$ cat src/rtl/x1_prog_loader_pkg.sv
// Shared X1 definitions: loader FSM encoding, memory geometry and instruction fields.
// Optional feature macro: X1_LOADER_CKSUM_EN (adds the CKS state).
package x1_pkg;

  localparam int X1_MEM_DEPTH = 32;
  localparam int X1_INSTR_W   = 16;

  // X1 instruction word layout
  localparam int X1_SRC_MSB   = 15;
  localparam int X1_SRC_LSB   = 11;
  localparam int X1_DST_MSB   = 10;
  localparam int X1_DST_LSB   = 6;
  localparam int X1_OP_MSB    = 5;
  localparam int X1_OP_LSB    = 3;
  localparam int X1_SHAMT_MSB = 2;
  localparam int X1_SHAMT_LSB = 0;

  typedef enum logic [2:0] {
    ST_IDLE = 3'd0,
    ST_LEN  = 3'd1,
    ST_HI   = 3'd2,
    ST_LO   = 3'd3,
`ifdef X1_LOADER_CKSUM_EN
    ST_CKS  = 3'd4,
`endif
    ST_DONE = 3'd5,
    ST_ERR  = 3'd6
  } x1_state_e;

  function automatic logic x1_len_ok(input logic [7:0] len, input int depth);
    return (len != 8'd0) && (int'(len) <= depth);
  endfunction

endpackage

$ cat src/rtl/x1_prog_loader_if.sv
// Loader bus: byte stream in, program-memory write port and session status out.
interface x1_prog_loader_if #(
  parameter int AW = 5,
  parameter int DW = 16
);
  logic          start;
  logic [7:0]    inData;
  logic          inValid;
  logic          inReady;
  logic          memWe;
  logic [AW-1:0] memAddr;
  logic [DW-1:0] memWdata;
  logic          cpuRun;
  logic          busy;
  logic          err;
  logic [AW:0]   wordCount;

  modport master (
    output start, inData, inValid,
    input  inReady, memWe, memAddr, memWdata, cpuRun, busy, err, wordCount
  );

  modport slave (
    input  start, inData, inValid,
    output inReady, memWe, memAddr, memWdata, cpuRun, busy, err, wordCount
  );
endinterface

$ cat src/rtl/x1_prog_loader_byte_pack.sv
// High-byte latch and instruction word assembly for the program loader.
module x1_byte_pack #(
  parameter int DW = 16
) (
  input  logic          i_clk,
  input  logic          i_rst,
  input  logic          i_load,
  input  logic [7:0]    i_byte,
  output logic [DW-1:0] o_word
);

  logic [DW-9:0] r_hi;

  // high byte captured in HI, held until the low byte arrives
  always_ff @(posedge i_clk) begin
    if (i_rst) begin
      r_hi <= {(DW-8){1'b0}};
    end else if (i_load) begin
      r_hi <= i_byte[DW-9:0];
    end else begin
      r_hi <= r_hi;
    end
  end

  assign o_word = {r_hi, i_byte};

endmodule

$ cat src/rtl/x1_prog_loader.sv
// X1 program loader: length-prefixed byte image into program memory, then releases the CPU.
// Optional feature macro: X1_LOADER_CKSUM_EN (trailing XOR checksum byte).
module x1_prog_loader
  import x1_pkg::*;
#(
  parameter int DEPTH = 32,
  parameter int AW    = 5,
  parameter int DW    = 16
) (
  input  logic           cpuClk,
  input  logic           cpuRst,
  x1_prog_loader_if.slave bus
);

  localparam logic [AW:0] W_ONE = {{AW{1'b0}}, 1'b1};

  x1_state_e     r_state;
  logic          r_in_ready;
  logic          r_busy;
  logic          r_err;
  logic          r_cpu_run;
  logic          r_mem_we;
  logic [AW-1:0] r_mem_addr;
  logic [DW-1:0] r_mem_wdata;
  logic [AW:0]   r_word_count;
  logic [AW:0]   r_len;
`ifdef X1_LOADER_CKSUM_EN
  logic [7:0]    r_cks;
`endif

  logic          w_accept;
  logic          w_hi_load;
  logic [AW:0]   w_count_inc;
  logic [DW-1:0] w_word;

  assign w_accept    = bus.inValid & r_in_ready;
  assign w_hi_load   = w_accept & (r_state == ST_HI);
  assign w_count_inc = r_word_count + W_ONE;

  x1_byte_pack #(.DW(DW)) u_pack (
    .i_clk  (cpuClk),
    .i_rst  (cpuRst),
    .i_load (w_hi_load),
    .i_byte (bus.inData),
    .o_word (w_word)
  );

  // session FSM; status outputs are set on the edge that enters each state
  always_ff @(posedge cpuClk) begin
    if (cpuRst) begin
      r_state      <= ST_IDLE;
      r_in_ready   <= 1'b0;
      r_busy       <= 1'b0;
      r_err        <= 1'b0;
      r_cpu_run    <= 1'b0;
      r_mem_we     <= 1'b0;
      r_mem_addr   <= {AW{1'b0}};
      r_mem_wdata  <= {DW{1'b0}};
      r_word_count <= {(AW+1){1'b0}};
      r_len        <= {(AW+1){1'b0}};
`ifdef X1_LOADER_CKSUM_EN
      r_cks        <= 8'd0;
`endif
    end else begin
      r_mem_we <= 1'b0;
      case (r_state)
        ST_IDLE, ST_DONE, ST_ERR: begin
          if (bus.start) begin
            r_state      <= ST_LEN;
            r_in_ready   <= 1'b1;
            r_busy       <= 1'b1;
            r_err        <= 1'b0;
            r_cpu_run    <= 1'b0;
            r_word_count <= {(AW+1){1'b0}};
`ifdef X1_LOADER_CKSUM_EN
            r_cks        <= 8'd0;
`endif
          end
        end
        ST_LEN: begin
          if (w_accept) begin
            r_len <= bus.inData[AW:0];
            if (x1_len_ok(bus.inData, DEPTH)) begin
              r_state <= ST_HI;
            end else begin
              r_state    <= ST_ERR;
              r_in_ready <= 1'b0;
              r_busy     <= 1'b0;
              r_err      <= 1'b1;
            end
          end
        end
        ST_HI: begin
          if (w_accept) begin
            r_state <= ST_LO;
`ifdef X1_LOADER_CKSUM_EN
            r_cks   <= r_cks ^ bus.inData;
`endif
          end
        end
        ST_LO: begin
          if (w_accept) begin
            r_mem_we     <= 1'b1;
            r_mem_addr   <= r_word_count[AW-1:0];
            r_mem_wdata  <= w_word;
            r_word_count <= w_count_inc;
`ifdef X1_LOADER_CKSUM_EN
            r_cks        <= r_cks ^ bus.inData;
`endif
            if (w_count_inc == r_len) begin
`ifdef X1_LOADER_CKSUM_EN
              r_state    <= ST_CKS;
`else
              r_state    <= ST_DONE;
              r_in_ready <= 1'b0;
              r_busy     <= 1'b0;
              r_cpu_run  <= 1'b1;
`endif
            end else begin
              r_state <= ST_HI;
            end
          end
        end
`ifdef X1_LOADER_CKSUM_EN
        ST_CKS: begin
          if (w_accept) begin
            r_in_ready <= 1'b0;
            r_busy     <= 1'b0;
            if (bus.inData == r_cks) begin
              r_state   <= ST_DONE;
              r_cpu_run <= 1'b1;
            end else begin
              r_state <= ST_ERR;
              r_err   <= 1'b1;
            end
          end
        end
`endif
        default: begin
          r_state    <= ST_IDLE;
          r_in_ready <= 1'b0;
          r_busy     <= 1'b0;
        end
      endcase
    end
  end

  assign bus.inReady   = r_in_ready;
  assign bus.memWe     = r_mem_we;
  assign bus.memAddr   = r_mem_addr;
  assign bus.memWdata  = r_mem_wdata;
  assign bus.cpuRun    = r_cpu_run;
  assign bus.busy      = r_busy;
  assign bus.err       = r_err;
  assign bus.wordCount = r_word_count;

endmodule
$ cat src/flat_wrapper.sv
// flat-port wrapper written by rule: the top's interface ports become plain ports
module x1_prog_loader_flat import x1_pkg::*;
#(
  parameter int DEPTH = 32,
  parameter int AW    = 5,
  parameter int DW    = 16
)
  (cpuClk, cpuRst, bus_start, bus_inData, bus_inValid, bus_inReady, bus_memWe, bus_memAddr, bus_memWdata, bus_cpuRun, bus_busy, bus_err, bus_wordCount);
  x1_prog_loader_if #(.AW(AW), .DW(DW)) bus_i ();
  input  logic cpuClk;
  input  logic cpuRst;
  input wire logic [$bits(bus_i.start)-1:0] bus_start;
  input wire logic [$bits(bus_i.inData)-1:0] bus_inData;
  input wire logic [$bits(bus_i.inValid)-1:0] bus_inValid;
  output wire logic [$bits(bus_i.inReady)-1:0] bus_inReady;
  output wire logic [$bits(bus_i.memWe)-1:0] bus_memWe;
  output wire logic [$bits(bus_i.memAddr)-1:0] bus_memAddr;
  output wire logic [$bits(bus_i.memWdata)-1:0] bus_memWdata;
  output wire logic [$bits(bus_i.cpuRun)-1:0] bus_cpuRun;
  output wire logic [$bits(bus_i.busy)-1:0] bus_busy;
  output wire logic [$bits(bus_i.err)-1:0] bus_err;
  output wire logic [$bits(bus_i.wordCount)-1:0] bus_wordCount;
  assign bus_i.start = bus_start;
  assign bus_i.inData = bus_inData;
  assign bus_i.inValid = bus_inValid;
  assign bus_inReady = bus_i.inReady;
  assign bus_memWe = bus_i.memWe;
  assign bus_memAddr = bus_i.memAddr;
  assign bus_memWdata = bus_i.memWdata;
  assign bus_cpuRun = bus_i.cpuRun;
  assign bus_busy = bus_i.busy;
  assign bus_err = bus_i.err;
  assign bus_wordCount = bus_i.wordCount;
  x1_prog_loader #(.DEPTH(DEPTH), .AW(AW), .DW(DW)) u_core (.cpuClk(cpuClk), .cpuRst(cpuRst), .bus(bus_i));
endmodule
$ cat config.mk
export PLATFORM = sky130hd
export DESIGN_NAME = x1_prog_loader_flat
export DESIGN_NICKNAME = d
export VERILOG_FILES = /design/src/rtl/x1_prog_loader_pkg.sv /design/src/rtl/x1_prog_loader_if.sv /design/src/rtl/x1_prog_loader_byte_pack.sv /design/src/rtl/x1_prog_loader.sv /design/src/flat_wrapper.sv
export SDC_FILE = /design/constraint.sdc
export NUM_CORES = 1
export LEC_CHECK = 0
export ABC_AREA = 1
export CORE_MARGIN = 3
export CORE_UTILIZATION = 40
export DETAILED_ROUTE_END_ITERATION = 10
export PLACE_DENSITY_LB_ADDON = 0.12
export SLEW_MARGIN = 20
export SYNTH_ARGS = -nofsm -noshare
export SYNTH_HDL_FRONTEND = slang
export SYNTH_HIERARCHICAL = 1
export SYNTH_SLANG_ARGS = --single-unit
$ cat constraint.sdc
create_clock -name cpuClk -period 4.5 [get_ports cpuClk]
set_clock_uncertainty 0.15 [all_clocks]
set_input_delay 0.9 -clock cpuClk [delete_from_list [all_inputs] [get_ports cpuClk]]
set_output_delay 0.9 -clock cpuClk [all_outputs]
set_load 0.02 [all_outputs]
# Word-level counts from Yosys, hierarchy flattened
# Cells that the tools add are included.
# classes
add_sub_neg	1
magnitude_cmp	1
eq_ne	12
n_mux	24
bitwise	4
reduce_logical	14
# ops
op	n
3-bit 2-to-1 mux	6
6-bit 2-to-1 mux	2
3-bit case mux with 4 select lines	1
6-bit case mux with 2 select lines	1
4-bit AND reduction	3
1-bit 2-to-1 mux	11
8-bit by 6-bit <= comparator with 1-bit output (second input constant)	1
2-bit by 1-bit inequality test with 1-bit output (second input constant)	4
8-bit nonzero test	1
6-bit by 1-bit adder with 6-bit output (second input constant)	1
3-bit by 2-bit == test with 1-bit output (second input constant)	2
3-bit == test (second input constant)	2
6-bit == test	1
6-bit AND reduction	1
2-bit inequality test (second input constant)	2
1-bit case mux with 2 select lines	2
1-bit case mux with 4 select lines	1
2-bit AND reduction	2
2-bit nonzero test	2
3-bit by 1-bit == test with 1-bit output (second input constant)	1
3-bit zero test	1
3-bit AND reduction	1
3-bit OR reduction	1
1-bit AND	2
other kinds (3)	4
# word_totals
regBits	48
in_bits	12
output_inout_bits	32
wordCells	66

# Longest topological paths before layout
# Gate-level depths: netlist of run 1.
# depth
depth_word	5
ltp_mapped	13
mapped_depth_nobuf	13

# Hierarchy
# The synthesis of run 1 kept the hierarchy.
# by_module_without_submodules
module	n_inst	cells_per_inst	area_each_um2	seq_area_each_um2
x1_prog_loader	1	270	1833.0	800.8
x1_byte_pack	1	59	401.6	160.2

# Worst setup path before layout of run 1
# Ideal clock, no wire load.
# synth_path
kind	input port to flip-flop
startpoint	input bus_inData[4]
endpoint	register u_core.r_busy, in the netlist u_core/bus.busy
setup_ns	0.115
arrival_ns	1.686
required_ns	4.235
setup_slack_ns	2.549
stages	8
n_path_buf	0
cell_sequence	nor2_1 -> nand4_1 -> or2_2 -> nand3_1 -> o21a_1 -> nand3_1 -> nand2_1 -> nor2_1
# synth_via
elab_chain_len	4
word_cells_on_any_way	5
classes_between	1 x order compare; 1 x eq/ne; 3 x reduce/logical
# synth_lines
element	line	rtl
start, declared	flat_wrapper.sv:13	input wire logic [$bits(bus_i.inData)-1:0] bus_inData;
8-bit by 6-bit <= comparator with 1-bit output or 8-bit nonzero test (tied branches)	x1_prog_loader_pkg.sv:31	return (len != 8'd0) && (int'(len) <= depth);
1-bit logical AND (*)	x1_prog_loader_pkg.sv:31	
2-bit inequality test (no source line) (*)	--	
6-bit AND reduction (no source line) (*)	--	
end signal, assigned	x1_prog_loader.sv:53	r_busy <= 1'b0;
end signal, assigned	x1_prog_loader.sv:71	r_busy <= 1'b1;
end signal, assigned	x1_prog_loader.sv:88	r_busy <= 1'b0;
end, declared	x1_prog_loader.sv:19	logic r_busy;
# Every way passes the cells marked *; elsewhere a longest branch is shown, timed or not.
# A chain may end at the register's enable or synchronous reset.

# Final worst setup path of run 1
# layout_path
startpoint	input bus_inValid
endpoint	register u_core.r_word_count[2], in the netlist u_core/bus.wordCount[2]
# layout_via
elab_chain_len	3
# layout_lines
element	line	rtl
start, declared	flat_wrapper.sv:14	input wire logic [$bits(bus_i.inValid)-1:0] bus_inValid;
1-bit AND	x1_prog_loader.sv:36	assign w_accept = bus.inValid & r_in_ready;
2-bit by 1-bit inequality test with 1-bit output (no source line)	--	
3-bit AND reduction (no source line)	--	
end signal, assigned	x1_prog_loader.sv:59	r_word_count <= {(AW+1){1'b0}};
end signal, assigned	x1_prog_loader.sv:74	r_word_count <= {(AW+1){1'b0}};
end signal, assigned	x1_prog_loader.sv:106	r_word_count <= w_count_inc;
end, declared	x1_prog_loader.sv:25	logic [AW:0] r_word_count;
# Every way passes these cells.

==> run summary, run 1 <==
The run finished with clean final reports. The peak per-stage delay on the critical path was 460 ps. Most area-hungry cell type in the Yosys netlist: sky130_fd_sc_hd__dfxtp_1.

The layout-stage area growth over the synthesis result came out at 22.0%. The number of warnings printed during yosys synthesis is 6, and the width of the die is 80.7 um. For the placed standard-cell area, the log shows 2630 um2. The startpoint kind of the worst setup timing path is a primary input.

The worst setup path is of the primary input to flop kind. Across all hold checks on the routed design, the worst slack comes to 311 ps. The tools report the maximum ir drop on the vdd rail as 221 uV. The count of boundary I/O pins came out at 44. The measured slew at the worst slew-check pin was 1000 ps; the routed length per placed instance was 11.9 um. The final layout contains 374 nets. Clock sink count: 48. The tools report the clock tree buffer depth as 2. The total overflow left after global routing is 0. Setup repair after global routing left no endpoint under its margin. Of all nets on the critical path, the largest fanout is 29. The number of setup violations in the final report is 0. The run gives 0.174 as the global router's overall resource usage. The detail-routed via count per cell is 4.78.

The clock period could shrink to 2600 ps. The run gives 1.10 mW as the overall power. Clock insertion delay at the later pin of the skew report: 290 ps.

The total of cells resized after clock tree synthesis is 0. The via count of the first global-routing pass was 2,022. The final worst setup slack came out at 1900 ps. Detailed-route DRC error count: 0.

The site row count was 26; the mean instance size in the synthesized netlist was 6.79 um2. The final worst-path cycle share works out to 0.577. For this design, the slowest cell found on the critical path is sky130_fd_sc_hd__clkdlybuf4s50_1. The setup TNS after final layout came out at 0 ps. Input and output buffers added on the ports amount to 43. Detailed-route wire length: 5140 um. Nature of the critical path endpoint: a flop. After synthesis, the cell types taking the most area are sky130_fd_sc_hd__dfxtp_1 43%, sky130_fd_sc_hd__nor2_1 11%, sky130_fd_sc_hd__nand2_1 11%.

The post-synthesis instance area was 2230 um2. Walking the worst path, the cells encountered are clkdlybuf4s50_1 -> nand2_1 -> nor2_1 -> buf_4 -> inv_2 -> nand2_1 -> inv_2 -> a31oi_1 -> a211oi_1. Buffers inserted to repair hold after CTS numbered 0. The tree is rooted in a sky130_fd_sc_hd__clkbuf_8. The run gives 385 MHz as the achievable frequency. The largest net degree at the start of global routing is 31, and the number of H-tree levels is 2. The floorplan step set the die height to 80.7 um. The total via count after detailed routing was 2,063; the total leakage power was 1.18 nW. The layout cell share with drive strength beyond 1 came out at 0.0608. The run gives 1610 ps as the worst slack after detailed placement.

The first global-routing pass estimated 9000 um of wire. The floorplan step defined a core boundary enclosing 5270 um2. The ratio of total power to cell area works out to 402 nW/um2. Summing all non-filler instances in the final layout gives an area of 2730 um2.

The number of buffers added for setup after CTS was 0. Detailed placement ended at an HPWL of 3710 um. The congestion estimate from routability-driven global placement came to 0.902. STA puts the critical path data arrival time at 2610 ps. The number of placed instances, taps included, is 424. The number of slew-limit violations in the final report was 0; the share of the yosys chip area belonging to registers was 0.430. The top-area cell type share of the netlist area is 0.430, and the count of different cell masters after synthesis is 25. Synthesis produced a netlist with a net count of 342. The detailed-routing iteration count for the pre-antenna-repair pass was 5; the count of endpoints failing hold in the final timing report was 0. For the overall die area, the log shows 6520 um2.

TritonCTS created 5 clock buffers. The tightest min-delay check is of the flop to flop type. The effective utilization at floorplan was 0.424; the final core area utilization was 0.517. The run gives 0 as the remaining antenna violation count after routing. Synthesis produced 329 cells.

The logs give 4520 ps for the required time at the worst-slack endpoint and 0.328 for the tightest slew margin relative to the limit. The number of antenna violations at the first check in global routing is 0. TritonCTS built the clock tree. Across the run, the number of max-cap violations was 0. The number of antenna diodes in the final layout is 0.

Final standard cell count with taps included and fillers excluded: 432. The clock edge transition at the registers on the reported setup and hold paths is 80 ps. For this block, the initial DRC count from the detailed router was 113. After synthesis the netlist holds a flip-flop and latch count of 48.
where the power goes:
group          switching, mW  leakage (nW)  total, mW  internal (mW)
sequential            0.0364         0.388      0.499          0.463
combinational          0.208         0.745      0.336          0.128
clock                  0.138        0.0510      0.260          0.123
total                  0.382          1.18       1.10          0.714
cells by family (layout without fill, tap and decap cells):
group                    count (synthesis)  in the layout  share of synthesized area
AO/OA/AOI/OAI                           56             56                      0.131
adder cells (fa/ha/maj)                  1              1                    0.00560
buffers and inverters                   59             92                      0.124
flip-flops                              48             48                      0.430
AND/OR/NAND/NOR                        165            165                      0.310
worst max-delay path, delay by kind of cell:
kind                   cells  cell delay [ps]
AOI/OAI and AO/OA          2              210
buffers and inverters      4             1050
and+or+nand+nor            3              460
synth_stat cells, drive strengths merged:
| cell type | number |
|---|---|
| a211oi | 2 |
| a21oi | 21 |
| a31oi | 2 |
| buf | 16 |
| clkbuf | 3 |
| dfxtp | 48 |
| ha | 1 |
| inv | 40 |
| nand2 | 67 |
| nand3 | 22 |
| nand4 | 3 |
| nor2 | 72 |
| o21a | 1 |
| o21ai | 29 |
| o21bai | 1 |
| or2 | 1 |
worst paths after layout:
| kind | slack [ps] | startpoint | cells past startpoint | end |
|---|---|---|---|---|
| max | 1900 | bus_inValid | 9 | u_core/bus.wordCount[2] |
| min | 310 | u_core/bus.cpuRun | 2 | u_core/bus.cpuRun |
| max reg2reg | 2490 | u_core/r_state[1] | 10 | u_core/bus.wordCount[2] |
| min reg2reg | 310 | u_core/bus.cpuRun | 2 | u_core/bus.cpuRun |
layer usage:
metal | vias up | part of all wire | GRT usage
met3 | 2 | 0.052 | 0.0388
met1 | 925 | 0.48 | 0.227
met4 | 0 | 0.0080 | 0.0557
met5 | - | 0 | 0
li1 | 1085 | - | -
met2 | 51 | 0.45 | 0.286
cells in the final DEF, fill, tap and decap left out:
master,count
sky130_fd_sc_hd__a211oi_1,2
sky130_fd_sc_hd__a21oi_1,21
sky130_fd_sc_hd__a31oi_1,2
sky130_fd_sc_hd__buf_4,1
sky130_fd_sc_hd__clkbuf_8,6
sky130_fd_sc_hd__clkdlybuf4s50_1,43
sky130_fd_sc_hd__clkinv_2,2
sky130_fd_sc_hd__dfxtp_1,48
sky130_fd_sc_hd__ha_1,1
sky130_fd_sc_hd__inv_1,37
sky130_fd_sc_hd__inv_2,3
sky130_fd_sc_hd__nand2_1,66
sky130_fd_sc_hd__nand2_2,1
sky130_fd_sc_hd__nand3_1,19
sky130_fd_sc_hd__nand3_2,3
sky130_fd_sc_hd__nand4_1,3
sky130_fd_sc_hd__nor2_1,67
sky130_fd_sc_hd__nor2_2,4
sky130_fd_sc_hd__nor2_4,1
sky130_fd_sc_hd__o21a_1,1
sky130_fd_sc_hd__o21ai_0,28
sky130_fd_sc_hd__o21ai_1,1
sky130_fd_sc_hd__o21bai_1,1
sky130_fd_sc_hd__or2_2,1
state kept, by name (all words and copies together) (netlist names):
| register | cells |
|---|---|
| u_core/bus.cpuRun | 1 |
| u_core/bus.memWe | 1 |
| u_core/bus.err | 1 |
| u_core/u_pack/r_hi | 8 |
| u_core/bus.memWdata | 16 |
| u_core/r_len | 6 |
| u_core/r_state | 3 |
| u_core/bus.memAddr | 5 |
| u_core/bus.busy | 1 |
| u_core/bus.wordCount | 6 |
cell type report:
cell class                      count  area (um2)
Clock buffer                        6        82.6
Sequential cell                    48         961
Timing Repair Buffer               44         438
Tap cell                           70        87.6
Multi-Input combinational cell    222         997
Inverter                           40         150
Clock inverter                      2        10.0
Fill cell                         560        2540
Note: power is estimated with default switching activity, not from simulation.
==> inputs of run 2 (changes only) <==
==> constraint.sdc (replaced) <==
create_clock -name cpuClk -period 2.3 [get_ports cpuClk]
set_clock_uncertainty 0.15 [all_clocks]
set_input_delay 0.46 -clock cpuClk [delete_from_list [all_inputs] [get_ports cpuClk]]
set_output_delay 0.46 -clock cpuClk [all_outputs]
set_load 0.02 [all_outputs]
==> run 2 against run 1 <==
Via count is 2.7% higher. Critical endpoint is now bus_wordCount[2]. Sequential cell count unchanged. Count of clock-buffer cells in the layout increased by 1. Combinational power is 100% higher.
==> run summary, run 2 (synthesis gave the netlist of run 1 again) <==
The internal reg-to-reg setup slack was 450 ps (-2040 ps); the layout cell share with drive strength beyond 1 was 0.0811 (+0.0203). Count of boundary I/O pins: 44 (unchanged). Worst slack after detailed placement: 148 ps (-1460 ps).

The tools report the placed standard-cell area as 2690 um2 (+2.3%). The run gives 0 (unchanged) as the number of setup violations in the final report. Setup repair after global routing left no endpoint under its margin. The detailed-route wire length is 5280 um (+2.7%), and the combined buffer and inverter count along the critical path is 1 (-3). For the site row count, the log shows 26 (unchanged). The area inside the core boundary was 5270 um2 (unchanged); the detailed-routing iteration count for the pre-antenna-repair pass was 5 (unchanged). The tools report the total of cells resized after clock tree synthesis as 0 (unchanged). Traced cell by cell, the critical path runs through clkdlybuf4s50_1. The flow ran to the end, and the final reports show no timing, DRC or antenna violations. The clock tree buffer depth was 2 (unchanged). The flip-flop count of the largest register, all copies and words added is 16 (unchanged). The instance count on the critical path was 1 (-8); the achievable frequency was 492 MHz. The number of cells on the worst hold path was 2 (unchanged); the number of DRC markers in iteration 0 was 111 (-1.8%). The run gives 1690 ps (-2830 ps) as the required time at the worst-slack endpoint. Number of H-tree levels: 2 (unchanged). The library cell used most frequently in the layout, excluding fill and tap cells, is sky130_fd_sc_hd__nor2_1.

The tools report the setup TNS after final layout as 0 ps (unchanged). The logs give 0.838 (-7.0%) for the placer congestion estimate and 382 (+2.1%) for the number of nets in the layout. The logs give 48 (unchanged) for the clock sink count and 306 ps (-5.44 ps) for the worst hold-check slack. The slowest stage of the critical path belongs to the cell sky130_fd_sc_hd__clkdlybuf4s50_1. The global-route wire length before repair is 9120 um (+1.4%), and the width of the die is 80.7 um (unchanged). Relative to the synthesized area, the layout overhead comes to 26.2%. The total via count after detailed routing came out at 2,119 (+2.7%).

The tree is rooted in a sky130_fd_sc_hd__clkbuf_8. For the tightest slew margin relative to the limit, the log shows 0.805 (+0.476). The detail-routed via count per cell was 4.82 (+0.85%); the fill cell total of the finished layout was 564 (+0.71%).

The overall power was 2.32 mW (+110%); the height of the die was 80.7 um (unchanged). The class of the worst hold path is flop to flop. The run gives 0 (unchanged) as the number of hold-repair buffers added at the cts stage. TritonCTS built the clock tree. The worst hold path terminates at u_core/bus.cpuRun. The tools report the maximum ir drop on the vdd rail as 331 uV (+49%). The worst setup path is captured at an output port. The peak per-stage delay on the critical path came out at 660 ps (+200 ps).

The final worst setup slack is 268 ps (-1640 ps), and the largest net degree at the start of global routing is 31 (unchanged). The logs give 0 (unchanged) for the residual overflow from global routing and 5 (unchanged) for the clock buffer count from CTS. The tools report the arrival time at the worst endpoint as 1420 ps (-1190 ps). The worst register-to-register path ends at u_core/bus.busy. The run gives 0 (unchanged) as the number of antenna violations at the first check in global routing. The measured slew at the worst slew-check pin is 293 ps (-711 ps). The beginning of the worst register-to-register path is u_core/bus.wordCount[0].

The count of port buffers added during placement was 43 (unchanged); the total half-perimeter wirelength after legalization and detailed placement was 3800 um (+2.6%). The global router's overall resource usage is 0.178 (+0.00460). The count of endpoints failing hold in the final timing report was 0 (unchanged). The ratio of total power to cell area came out at 821 nW/um2 (+100%).

The overall die area is 6520 um2 (unchanged). The number of slew-limit violations in the final report was 0 (unchanged); the detailed-route DRC error count was 0 (unchanged). The logs give 0 (unchanged) for the number of buffers added for setup after CTS and 1,996 (-1.3%) for the via count of the first global-routing pass. The startpoint identified for the worst hold timing path is u_core/bus.cpuRun. The total leakage power is 1.24 nW (+4.6%), and the routed length per placed instance is 12.0 um (+0.84%). Grouping stages by cell kind, the critical path spends the most delay in buffers and inverters.

The worst setup path is launched from a flop. The setup path with the least slack is of type flop to output port. The logs give 0 (unchanged) for the number of diodes added for antenna fixing and 0 (unchanged) for the number of violations of the max-capacitance limit. The clock insertion delay at the later pin of the skew report was 300 ps (about the same); the clock edge transition at the registers on the reported setup and hold paths was 90 ps (about the same). The area of all placed cells without fillers came out at 2820 um2 (+3.4%). The worst-case reg-to-reg path depth was 12 (+2). The effective utilization at floorplan is 0.424 (unchanged). In the layout the commonest cells are 67 x sky130_fd_sc_hd__nor2_1, 66 x sky130_fd_sc_hd__nand2_1, 48 x sky130_fd_sc_hd__dfxtp_1. The final worst-path cycle share was 0.883. The peak fanout along the critical path is 8 (-72%), and the final critical delay including setup and external delays is 2030 ps. Remaining antenna violation count after routing: 0 (unchanged).
## run 2: per-layer routing
| metal | share of wire | global-route usage |
|---|---|---|
| met3 | 0.053 | 0.0266 |
| met1 | 0.48 | 0.243 |
| met5 | 0 | 0 |
| met4 | 0.012 | 0.0557 |
| met2 | 0.45 | 0.291 |
## run 2: report_power, final
group,internal [mW],switching [mW]
combinational,0.257,0.416
sequential,0.906,0.0696
clock,0.384,0.284
total,1.55,0.769
## run 2: stage by stage
stage	std cells	util
finish	440	0.535
global route	440	0.535
CTS	440	0.535
detailed placement	432	0.511
global placement	432	0.511
floorplan	329	-
## run 2: cell type report
cell class	count	area (um2)	area share
flip-flops and latches	48	961	0.341
well taps	70	87.6	0.0311
clock buffers	7	96.3	0.0342
multi-input cells	222	997	0.354
clock inverters	1	30.0	0.0106
repair buffers	52	498	0.177
inverters	40	150	0.0532
## run 2: worst max path at each step
| stage | end | start |
|---|---|---|
| final | bus_wordCount[2] | u_core/bus.wordCount[2] |
| after global routing | bus_wordCount[2] | u_core/bus.wordCount[2] |
| after CTS | bus_wordCount[2] | u_core/bus.wordCount[2] |
| after detailed placement | u_core/bus.err | bus_inData[4] |
| after global placement | u_core/bus.busy | bus_inData[1] |
| after floorplan | u_core/bus.busy | u_core/bus.wordCount[0] |
